**src/rtl/ifid_stage_pkg.sv**
```systemverilog
// Shared constants and types for the MiniMIPS32 IF/ID boundary.
// Stall encoding: a set bit means that stage must stop this cycle.
package ifid_stage_pkg;

   localparam logic [31:0] NOP_INST = 32'h0000_0000;
   localparam logic [4:0]  EXC_NONE = 5'h10;
   localparam logic [4:0]  EXC_ADEL = 5'h04;

   localparam logic STOP   = 1'b1;
   localparam logic NOSTOP = 1'b0;

   localparam int STALL_IF = 1;
   localparam int STALL_ID = 2;

   typedef enum logic {
      HB_RUN,
      HB_HELD
   } hold_state_t;

   function automatic logic is_misaligned(input logic [1:0] pc_low);
      return pc_low != 2'b00;
   endfunction

endpackage

```
**src/rtl/ifid_hold_buf.sv**
```systemverilog
// Keeps the instruction word that arrived while decode was stalled.
// Without this buffer the word would be lost, because memory read data is only valid for one cycle.
module ifid_hold_buf
   import ifid_stage_pkg::*;
(
   input  logic        clk,
   input  logic        rst_n,
   input  logic        flush,
   input  logic        stall_id,
   input  logic        fetch_pending,
   input  logic [31:0] inst_i,
   output logic [31:0] inst,
   output logic        held
);

   hold_state_t state;
   logic [31:0] hold_inst;

   // A flush abandons the held word. The next instruction must come from a fresh fetch.
   always_ff @(posedge clk) begin
      if (!rst_n || flush) begin
         state     <= HB_RUN;
         hold_inst <= NOP_INST;
      end else begin
         case (state)
            HB_RUN: begin
               if (stall_id == STOP && fetch_pending) begin
                  state     <= HB_HELD;
                  hold_inst <= inst_i;
               end
            end
            HB_HELD: begin
               if (stall_id == NOSTOP)
                  state <= HB_RUN;
            end
            default: state <= HB_RUN;
         endcase
      end
   end

   assign held = (state == HB_HELD);
   assign inst = held ? hold_inst : (fetch_pending ? inst_i : NOP_INST);

endmodule

```
**src/rtl/ifid_stage.sv**
```systemverilog
// IF/ID pipeline register: fetch PC/flags, late memory data alignment, bubbles and AdEL tagging.
module ifid_stage
   import ifid_stage_pkg::*;
(
   input  logic        cpu_clk_50M,
   input  logic        cpu_rst_n,
   input  logic [31:0] if_pc,
   input  logic        if_ice,
   input  logic        if_branch_flag,
   input  logic [31:0] inst_i,
   input  logic [3:0]  stall,
   input  logic        flush,
   output logic [31:0] id_pc,
   output logic [31:0] id_inst,
   output logic        id_valid,
   output logic        id_in_delay,
   output logic [4:0]  id_exccode
);

   logic        fetch_pending;
   logic [31:0] buf_inst;
   logic        buf_held;
   logic        unused_stall;

   assign unused_stall = stall[3] ^ stall[0];

   // A fetch-only stall sends decode a bubble. When decode itself is stalled, every register holds.
   always_ff @(posedge cpu_clk_50M) begin
      if (!cpu_rst_n || flush) begin
         id_pc         <= 32'h0;
         id_valid      <= 1'b0;
         id_in_delay   <= 1'b0;
         id_exccode    <= EXC_NONE;
         fetch_pending <= 1'b0;
      end else begin
         fetch_pending <= if_ice;
         if (stall[STALL_IF] == STOP && stall[STALL_ID] == NOSTOP) begin
            id_pc       <= 32'h0;
            id_valid    <= 1'b0;
            id_in_delay <= 1'b0;
            id_exccode  <= EXC_NONE;
         end else if (stall[STALL_IF] == NOSTOP) begin
            id_pc       <= if_pc;
            id_valid    <= if_ice;
            id_in_delay <= if_branch_flag;
            id_exccode  <= is_misaligned(if_pc[1:0]) ? EXC_ADEL : EXC_NONE;
         end
      end
   end

   ifid_hold_buf u_hold_buf (
      .clk           (cpu_clk_50M),
      .rst_n         (cpu_rst_n),
      .flush         (flush),
      .stall_id      (stall[STALL_ID]),
      .fetch_pending (fetch_pending),
      .inst_i        (inst_i),
      .inst          (buf_inst),
      .held          (buf_held)
   );

   // A misaligned fetch must never reach the decoder, so its word is replaced by a NOP.
   always_comb begin
      id_inst = NOP_INST;
      if (id_exccode != EXC_ADEL && (buf_held || id_valid))
         id_inst = buf_inst;
   end

endmodule

```
**config.mk**
```make
export PLATFORM = sky130hd
export DESIGN_NAME = ifid_stage
export DESIGN_NICKNAME = d
export VERILOG_FILES = /design/src/rtl/ifid_stage_pkg.sv /design/src/rtl/ifid_hold_buf.sv /design/src/rtl/ifid_stage.sv
export SDC_FILE = /design/constraint.sdc
export NUM_CORES = 1
export LEC_CHECK = 0
export BUFFER_PORTS_ARGS = -buffer_cell sky130_fd_sc_hd__clkbuf_2
export CAP_MARGIN = 20
export CORE_MARGIN = 3
export CORE_UTILIZATION = 53
export DETAILED_ROUTE_END_ITERATION = 10
export PLACE_DENSITY = 0.86
export SYNTH_ARGS = -nofsm -noshare
export SYNTH_HDL_FRONTEND = slang
export SYNTH_SLANG_ARGS = --single-unit
```
**constraint.sdc**
```tcl
create_clock -name cpu_clk_50M -period 3.3 [get_ports cpu_clk_50M]
set_input_delay 0.33 -clock cpu_clk_50M [delete_from_list [all_inputs] [get_ports cpu_clk_50M]]
set_output_delay 0.33 -clock cpu_clk_50M [all_outputs]
set_load 0.03 [all_outputs]
```
==> results_dict.tcl <==
set metrics [dict create \
    synth_adder_area_share_pct 0 \
    cts-buffers-inserted 9 \
    seqCellArea_um2 1403 \
    end_kind "output pin" \
    crit_chain "buf_4 > nand3b_1 > a211oi_1 > clkbuf_2" \
    placedCellCount 586 \
    grt_first_pass_wirelength_mm 15.34 \
    cts.sinks 70 \
    critPathLaunchType "flip-flop" \
    crit_arrival_ns 2.08 \
    gp_congestion 0.7522 \
    final_hold_viol_count 0 \
    critPathSlowestCell "dfxtp_1" \
    slew_violations 0 \
    cp_max_fo 19 \
    finalNetCount 577 \
    ys_warn_count 0 \
    coreArea_um2 6568 \
    worstSetupPathType "reg -> out" \
    grt_antenna_before_repair 0 \
    initial_core_util_pct 56.58 \
    num_vias 3324 \
    cts-root-to-sink-buffers 2 \
    ctsResizeCount 0 \
    syn_area_per_cell_um2 9.408 \
    stdcell_area_um2 4523 \
    cts_tree "done" \
    p_per_area_nw_per_um2 417.4 \
    ant_nets 0 \
    overflow 0 \
    hold_path_class "in -> reg" \
    die_y_um 89.74 \
    clk_pin_slew_ns 0.08 \
    synthCells 395 \
    rsz0062_at_grt "no" \
    vias_per_cell 5.522 \
    power_leakage_nw 1.790 \
    place_area_um2 4292 \
    cts_hold_buf 0 \
    drc 0 \
    io_pins 144 \
    place_ws_ns 1.240 \
    finalPower_mw 1.888 \
    synth_top_family_by_area "simple AND/OR/NAND/NOR gates" \
    dieArea_um2 8052 \
    max_stage_delay_ns 0.69 \
    finalSetupViolCount 0 \
    synth-xor-area-share_pct 0 \
    die_width_um 89.74 \
    synth_compound_area_share_pct 7.306 \
    drt_iter0_markers 192 \
    clock_skew_ns 0.003666 \
    num_antenna_cells 0 \
    routedWlPerCell_um 15.12 \
    synthMuxAreaShare_pct 17.78 \
    n_fill_cell 515 \
    holdWs_ns 0.2052 \
    drt_first_pass_iters 5 \
    numPortBuffers 138 \
    hpwl_mm 6.111 \
    status "complete, no violations" \
    max_freq_mhz 415.5 \
    worstMarginPinSlew_ns 0.9983 \
    synth_area_um2 3716 \
    final_cell_mix "138 x clkbuf_2, 96 x nand3b_1, 69 x dfxtp_1, 66 x mux2i_1, 35 x nor3_1" \
    grt_start_max_net_pins 67 \
    ir_drop_v 0.0002958 \
    finalSetupTns_ns 0 \
    synth_cell_types 20 \
    clock-root-buffer "clkbuf_8" \
    finalWirelength_mm 9.105 \
    final_cells 602 \
    maxSlewHeadroom_pct 33.45 \
    syn_to_final_growth_pct 21.72 \
    drive_gt1_share_pct 33.20 \
    clock_latency_ns 0.33 \
    final_core_util_pct 68.87 \
    final_common_cell "clkbuf_2" \
    fin_ws_ns 0.8930 \
    grt_pass1_vias 3247 \
    multi_input_area_um2 2007 \
    min_period_ns 2.407 \
    htreeDepth 3 \
    synth_simple_gate_area_share_pct 28.38 \
    drv_cap 0 \
    cp_data_required_time_ns 2.97 \
    min_period_over_period_pct 72.94 \
    ys_ff_latch 70 \
    cts_setup_buffers 0 \
    track_usage_pct 22.49 \
    rows 29 \
    yosysSeqAreaShare_pct 37.71 \
]
synth_stat cells (all sizes together):
cell type / n / share of area, %
a2111o: 1 / 0.30
a2111oi: 1 / 0.40
a211oi: 32 / 6.5
and3b: 1 / 0.24
buf: 31 / 6.5
clkbuf: 20 / 2.0
conb: 1 / 0.10
dfxtp: 70 / 38
inv: 2 / 0.20
mux2i: 66 / 18
nand2: 32 / 3.2
nand2b: 1 / 0.17
nand3b: 96 / 19
nor2: 3 / 0.30
nor2b: 2 / 0.34
nor3: 35 / 4.7
o21ai: 1 / 0.13
worst max-delay path: cells and delay by family, from the launching register on:
kind            cells  cell delay (ns)
flops               1             0.69
buf+inv             2             0.62
compound gates      1             0.33
simple gates        1             0.10
cell type report:
type | count | share of cell area, %
inverter | 2 | 0.1660
timing repair buffer | 147 | 16.76
sequential | 70 | 31.01
tap | 93 | 2.573
multi-input combinational | 274 | 44.37
clock inverter | 6 | 2.075
clock buffer | 10 | 3.043
metal layers:
layer	track usage [%]	vias to the layer above	share of wire (%)
met5	0	-	0
met2	38.03	109	49
li1	-	1633	-
met1	27.71	1569	43
met3	6.260	13	6.8
met4	7.407	0	1.4
sequential cells by signal, indices dropped and copies added, names as in the netlist:
name / cells
fetch_pending: 1
id_exccode: 2
id_in_delay: 1
id_pc: 32
id_valid: 1
u_hold_buf.held: 1
u_hold_buf.hold_inst: 32
report_power, final:
part / switching (mW) / leakage (nW) / internal [mW]
clock: 0.335 / 0.113 / 0.451
sequential: 0.0109 / 0.567 / 0.860
combinational: 0.136 / 1.11 / 0.0943
worst paths after layout:
| kind | from | end | slack (ns) | cells past startpoint |
|---|---|---|---|---|
| worst min register to register | u_hold_buf.hold_inst[18] | u_hold_buf.hold_inst[18] | 0.49 | 2 |
| worst max-delay path | fetch_pending | id_inst[2] | 0.89 | 4 |
| worst max register to register | fetch_pending | u_hold_buf.hold_inst[9] | 1.26 | 2 |
| worst min-delay path | if_ice | fetch_pending | 0.21 | 3 |
logic make-up after synthesis:
family | after synthesis
other | 1
AOI/OAI and AO/OA | 35
and+or+nand+nor | 170
muxes | 66
buffers and inverters | 53
DFF | 70
No activity file was read; power rests on OpenSTA's default activity.
